<file path="config.mk">
export PLATFORM = sky130hd
export DESIGN_NAME = axis_bram_reader
export DESIGN_NICKNAME = d
export VERILOG_FILES = /design/src/rtl/bram_dma_pkg.sv /design/src/rtl/sync_fifo_fwft.sv /design/src/rtl/axis_bram_reader.sv
export SDC_FILE = /design/constraint.sdc
export NUM_CORES = 1
export LEC_CHECK = 0
export ABC_AREA = 1
export CORE_ASPECT_RATIO = 1.5
export CORE_MARGIN = 10
export CORE_UTILIZATION = 25
export DETAILED_ROUTE_END_ITERATION = 6
export PLACE_DENSITY_LB_ADDON = 0.12
export SETUP_SLACK_MARGIN = 0.2
export SLEW_MARGIN = 0
export SYNTH_ARGS = -nofsm -noshare
export SYNTH_HDL_FRONTEND = slang
export SYNTH_HIERARCHICAL = 1
export SYNTH_SLANG_ARGS = --single-unit
export TNS_END_PERCENT = 1
</file>
<file path="constraint.sdc">
create_clock -name clk -period 5.5 [get_ports clk]
set_input_delay 0.55 -clock clk [delete_from_list [all_inputs] [get_ports clk]]
set_output_delay 0.55 -clock clk [all_outputs]
set_load 0.005 [all_outputs]
</file>
<file path="src/rtl/bram_dma_pkg.sv">
// Shared types and defaults for the BRAM DMA read/write stages.
package bram_dma_pkg;

    localparam int PTR_WIDTH_DEF  = 16;
    localparam int DATA_WIDTH_DEF = 32;

    typedef enum logic [1:0] {
        IDLE  = 2'd0,
        RUN   = 2'd1,
        DRAIN = 2'd2,
        DONE  = 2'd3
    } rd_state_t;

endpackage

</file>
<file path="src/rtl/sync_fifo_fwft.sv">
// First-word-fall-through synchronous FIFO; data_o shows the head word whenever empty_o=0.
module sync_fifo_fwft #(
    parameter int WIDTH = 32,
    parameter int DEPTH = 4
) (
    input  logic                     clk_i,
    input  logic                     rst_ni,
    input  logic                     push_i,
    input  logic [WIDTH-1:0]         data_i,
    input  logic                     pop_i,
    output logic [WIDTH-1:0]         data_o,
    output logic                     empty_o,
    output logic                     full_o,
    output logic [$clog2(DEPTH):0]   count_o
);

    localparam int AW = $clog2(DEPTH);
    localparam logic [AW:0] DEPTH_C = (AW + 1)'(DEPTH);

    logic [WIDTH-1:0] mem_q [DEPTH];
    logic [AW-1:0]    wr_ptr_q;
    logic [AW-1:0]    rd_ptr_q;
    logic [AW:0]      count_q;
    logic             do_push;
    logic             do_pop;

    assign empty_o = (count_q == '0);
    assign full_o  = (count_q == DEPTH_C);
    assign count_o = count_q;
    assign data_o  = mem_q[rd_ptr_q];
    assign do_push = push_i && !full_o;
    assign do_pop  = pop_i && !empty_o;

    always_ff @(posedge clk_i or negedge rst_ni) begin
        if (!rst_ni) begin
            for (int i = 0; i < DEPTH; i++) begin
                mem_q[i] <= '0;
            end
            wr_ptr_q <= '0;
            rd_ptr_q <= '0;
            count_q  <= '0;
        end else begin
            if (do_push) begin
                mem_q[wr_ptr_q] <= data_i;
                wr_ptr_q        <= wr_ptr_q + 1'b1;
            end
            if (do_pop) begin
                rd_ptr_q <= rd_ptr_q + 1'b1;
            end
            case ({do_push, do_pop})
                2'b10:   count_q <= count_q + 1'b1;
                2'b01:   count_q <= count_q - 1'b1;
                default: count_q <= count_q;
            endcase
        end
    end

endmodule

</file>
<file path="src/rtl/axis_bram_reader.sv">
// Reads a run of sequential BRAM words and streams them out as AXI4-Stream.
// Optional BRAM_RD_PERF_EN adds a saturating stall_cycles counter port.
//
// state | meaning
// IDLE  | waiting for start
// RUN   | issuing reads (credit and wr_active permitting)
// DRAIN | all reads issued, waiting for the last beat to be accepted
// DONE  | one-cycle done pulse
module axis_bram_reader
    import bram_dma_pkg::*;
#(
    parameter int DATA_WIDTH = DATA_WIDTH_DEF,
    parameter int PTR_WIDTH  = PTR_WIDTH_DEF,
    parameter int RD_LATENCY = 2,
    parameter int FIFO_DEPTH = 4
) (
    input  logic                  clk,
    input  logic                  rst_n,
    input  logic                  start,
    input  logic [PTR_WIDTH-1:0]  num_words,
    input  logic                  wr_active,
    output logic                  busy,
    output logic                  done,
    output logic                  dma_rd_en,
    output logic [PTR_WIDTH-1:0]  dma_read_pointer,
    input  logic [DATA_WIDTH-1:0] dma_rd_data,
    output logic [DATA_WIDTH-1:0] m_axis_tdata,
    output logic                  m_axis_tvalid,
    output logic                  m_axis_tlast,
    input  logic                  m_axis_tready
`ifdef BRAM_RD_PERF_EN
    ,
    output logic [31:0]           stall_cycles
`endif
);

    localparam int CW = $clog2(FIFO_DEPTH) + 1;

    rd_state_t             state_q;
    logic [PTR_WIDTH-1:0]  count_q;
    logic [PTR_WIDTH-1:0]  issue_cnt_q;
    logic [PTR_WIDTH-1:0]  beat_cnt_q;
    logic [PTR_WIDTH-1:0]  rd_ptr_q;
    logic                  rd_en_q;
    logic                  busy_q;
    logic                  done_q;
    logic [RD_LATENCY-1:0] pipe_q;

    logic [CW-1:0]         fifo_cnt;
    logic                  fifo_empty;
    logic                  fifo_full;
    logic                  fifo_valid;
    logic [PTR_WIDTH-1:0]  last_idx;
    logic                  issue_pending;
    logic                  credit_ok;
    logic                  can_issue;
    logic                  beat_fire;
    logic                  last_beat;
    int                    inflight;

    sync_fifo_fwft #(
        .WIDTH (DATA_WIDTH),
        .DEPTH (FIFO_DEPTH)
    ) u_fifo (
        .clk_i   (clk),
        .rst_ni  (rst_n),
        .push_i  (pipe_q[RD_LATENCY-1]),
        .data_i  (dma_rd_data),
        .pop_i   (beat_fire),
        .data_o  (m_axis_tdata),
        .empty_o (fifo_empty),
        .full_o  (fifo_full),
        .count_o (fifo_cnt)
    );

    // The read launched this cycle (rd_en_q) has not reached the pipe yet, so it is credited too.
    always_comb begin
        inflight = int'(rd_en_q);
        for (int i = 0; i < RD_LATENCY; i++) begin
            inflight = inflight + int'(pipe_q[i]);
        end
        fifo_valid    = !fifo_empty;
        last_idx      = count_q - {{(PTR_WIDTH-1){1'b0}}, 1'b1};
        issue_pending = (state_q == RUN) && (issue_cnt_q < count_q);
        credit_ok     = (int'(fifo_cnt) + inflight) < FIFO_DEPTH;
        can_issue     = issue_pending && !wr_active && credit_ok;
        beat_fire     = fifo_valid && m_axis_tready;
        last_beat     = beat_fire && (beat_cnt_q == last_idx);
    end

    always_ff @(posedge clk or negedge rst_n) begin
        if (!rst_n) begin
            state_q     <= IDLE;
            count_q     <= '0;
            issue_cnt_q <= '0;
            beat_cnt_q  <= '0;
            rd_ptr_q    <= '0;
            rd_en_q     <= 1'b0;
            busy_q      <= 1'b0;
            done_q      <= 1'b0;
            pipe_q      <= '0;
        end else begin
            done_q    <= 1'b0;
            rd_en_q   <= can_issue;
            pipe_q[0] <= rd_en_q;
            for (int i = 1; i < RD_LATENCY; i++) begin
                pipe_q[i] <= pipe_q[i-1];
            end
            if (can_issue) begin
                rd_ptr_q    <= issue_cnt_q;
                issue_cnt_q <= issue_cnt_q + 1'b1;
            end
            if (beat_fire) begin
                beat_cnt_q <= beat_cnt_q + 1'b1;
            end
            case (state_q)
                IDLE: begin
                    if (start) begin
                        count_q     <= num_words;
                        issue_cnt_q <= '0;
                        beat_cnt_q  <= '0;
                        if (num_words == '0) begin
                            state_q <= DONE;
                            done_q  <= 1'b1;
                        end else begin
                            state_q <= RUN;
                            busy_q  <= 1'b1;
                        end
                    end
                end
                RUN: begin
                    if (issue_cnt_q == count_q) begin
                        state_q <= DRAIN;
                    end
                end
                DRAIN: begin
                    if (last_beat) begin
                        state_q <= DONE;
                        done_q  <= 1'b1;
                        busy_q  <= 1'b0;
                    end
                end
                DONE: begin
                    state_q <= IDLE;
                end
                default: state_q <= IDLE;
            endcase
        end
    end

    assign busy             = busy_q;
    assign done             = done_q;
    assign dma_rd_en        = rd_en_q;
    assign dma_read_pointer = rd_ptr_q;
    assign m_axis_tvalid    = fifo_valid;
    assign m_axis_tlast     = fifo_valid && (beat_cnt_q == last_idx);

`ifdef BRAM_RD_PERF_EN
    logic [31:0] stall_q;
    logic [31:0] stall_inc;

    always_comb begin
        stall_inc = 32'(issue_pending && !can_issue) + 32'(fifo_valid && !m_axis_tready);
    end

    always_ff @(posedge clk or negedge rst_n) begin
        if (!rst_n) begin
            stall_q <= '0;
        end else if (state_q == IDLE && start) begin
            stall_q <= '0;
        end else if (stall_q > (32'hFFFF_FFFF - stall_inc)) begin
            stall_q <= 32'hFFFF_FFFF;
        end else begin
            stall_q <= stall_q + stall_inc;
        end
    end

    assign stall_cycles = stall_q;
`endif

endmodule

</file>
==> results.py <==
metrics = {
    "global_route": {
        "grt_pass1_wl_mm": 62.54,
        "grt_overflow": 0,
        "grtUsageTotal_pct": 14.25,
        "antenna_found_initial": 2,
        "grt_max_degree": 125,
        "grt_pass1_vias": 10304,
    },
    "detailed_routing": {
        "antenna_left": 0,
        "wl_per_cell_um": 18.60,
        "vias": 10075,
        "vias_per_cell": 4.768,
        "dr.pass1.iters": 5,
        "drc_errors": 0,
        "routed_wl_mm": 39.31,
        "drtIter0Drc": 640,
    },
    "sta": {
        "slew_headroom_pct": 33.96,
        "finalCritPeriodShare_pct": 66.60,
        "finalHoldViolations": 0,
        "clock.fmax_ghz": 0.2730,
        "report.final.slew_viol_count": 0,
        "clock_skew_ns": 0.01912,
        "worstMarginPinSlew_ns": 0.9892,
        "setup_tns_ns": 0,
        "fin_crit_ns": 3.663,
        "rsz0062_at_grt": "no",
        "setup_violations": 0,
    },
    "floorplan": {
        "initial_core_util_pct": 25.23,
        "die-height_um": 280.5,
        "dieWidth_um": 193.6,
        "row_count": 95,
        "core_um2": 44810,
        "io_pins": 106,
        "die_area_um2": 54300,
    },
    "setup_path": {
        "crit_required_ns": 4.95,
        "crit_type": "flip-flop to output port",
        "crit_path_start_kind": "flip-flop",
        "cp.arrival_ns": 3.11,
        "end_kind": "output port",
        "worstPathMaxFanout": 6,
    },
    "layout": {
        "nNetsFinal": 1597,
        "final_cell_mix": "437 x nand2_1, 204 x dfrtp_1, 148 x nand4_1, 148 x nor2_1, 104 x clkdlybuf4s50_1",
        "fillers": 4881,
        "layout_commonest_cell": "nand2_1",
        "drive_gt1_share_pct": 6.662,
        "area_growth_pct": 20.64,
        "final_cells": 2113,
        "antenna_cells": 0,
    },
    "flow_run": {
        "maxCapViolations": 0,
    },
    "clock_network": {
        "cts-buffers-inserted": 26,
        "clk_pin_slew_ns": 0.06,
        "cts_setup_buffers": 0,
        "clk-insertion-delay-late_ns": 0.55,
        "cts_root_buffer": "clkbuf_16",
        "cts_tree": "built",
        "clk_path_buf_depth": 3,
        "htree_levels": 1,
        "post_cts_resized": 0,
        "clock-sinks": 206,
        "cts_hold_buf": 0,
    },
    "placement": {
        "gp_routability_congestion": 0.8127,
        "hpwl_mm": 24.66,
        "portBuffers": 105,
        "dp.cells": 2067,
    },
    "power_and_ir_drop": {
        "power.density_nw_per_um2": 568.5,
        "vdd_drop_max_mv": 0.2888,
        "leakage_uw": 0.006287,
    },
    "synthesis": {
        "syn_area_per_cell_um2": 7.770,
        "synth_nets": 1539,
        "syn_area_um2": 11310,
        "yosys_warnings": 6,
        "synth_cells": 1455,
    },
    "outcome": {
        "status": "completed",
    },
    "hold_path": {
        "hp-class": "primary input to async pin",
    },
}
-- critical path, cell delays in order, from the launching register on --
cell and delay, ns:
dfrtp_1 0.46, inv_1 0.15, ha_1 0.33, inv_1 0.07, nand2_1 0.08, nand2_1 0.05, nand2_1 0.05, nand2_1 0.05
inv_1 0.07, nand2_1 0.05, nor3_1 0.20, nand4_1 0.18, nor4_1 0.28, clkdlybuf4s50_1 0.58
-- sequential cells by signal, summed over array words and instances, names as in the netlist --
signal and count:
beat_cnt_q 16, busy 1, count_q 16, dma_rd_en 1, dma_read_pointer 16, done 1, issue_cnt_q 16, pipe_q 2
state_q 2, u_fifo/count_o 3, u_fifo/mem_q 128, u_fifo/rd_ptr_q 2, u_fifo/wr_ptr_q 2
-- metrics by stage --
| step | util, % | hold WS, ns | total power (µW) | worst slack, ns | cell area, µm² |
|---|---|---|---|---|---|
| floorplan | - | 0.2544 | 4635 | 3.303 | 11310 |
| global placement | 28.44 | 0.3600 | 6035 | 2.382 | 12740 |
| detailed placement | 28.44 | 0.3699 | 6052 | 2.376 | 12740 |
| CTS | 30.44 | 0.02245 | 7926 | 1.762 | 13640 |
| global route | 30.44 | 0.03056 | 8433 | 1.527 | 13640 |
| finish | 30.44 | 0.01178 | 7753 | 1.837 | 13640 |
-- path summary, 6_finish.rpt --
path	start	end	depth (start not counted)	slack (ns)
hold reg to reg	pipe_q[0]$_DFF_PN0_	pipe_q[1]$_DFF_PN0_	0	0.37
hold / removal	rst_n	u_fifo/mem_q[98]$_DFFE_PN0P_	1	0.01
setup reg to reg	pipe_q[1]$_DFF_PN0_	u_fifo/count_o[1]$_DFFE_PN0P_	6	2.58
min in group clk	pipe_q[0]$_DFF_PN0_	pipe_q[1]$_DFF_PN0_	0	0.37
setup / recovery	count_q[0]$_DFFE_PN0P_	m_axis_tlast	13	1.84
max in group asynchronous	rst_n	pipe_q[1]$_DFF_PN0_	2	4.19
-- area by class of cell --
| type | instances | area [µm²] | share of cell area, % |
|---|---|---|---|
| clock buffers | 35 | 755.7 | 5.541 |
| clock inverters | 11 | 141.4 | 1.037 |
| inverters | 100 | 375.4 | 2.752 |
| multi-input cells | 1058 | 5291 | 38.79 |
| flip-flops and latches | 206 | 5160 | 37.83 |
| well taps | 582 | 728.2 | 5.339 |
| repair buffers | 121 | 1187 | 8.706 |
-- metal layers --
metal | vias to the layer above | wire length [µm] | GRT usage, %
li1 | 4935 | - | -
met1 | 4897 | 16490 | 16.90
met2 | 186 | 20490 | 26.18
met3 | 53 | 1574 | 2.140
met4 | 4 | 730 | 3.527
met5 | - | 22 | 0
-- report_power, final --
group / switching, µW / total [µW] / internal (µW)
sequential: 442 / 2550 / 2110
combinational: 2120 / 3390 / 1270
clock: 712 / 1810 / 1100
Power figures use the tool's default switching activity.
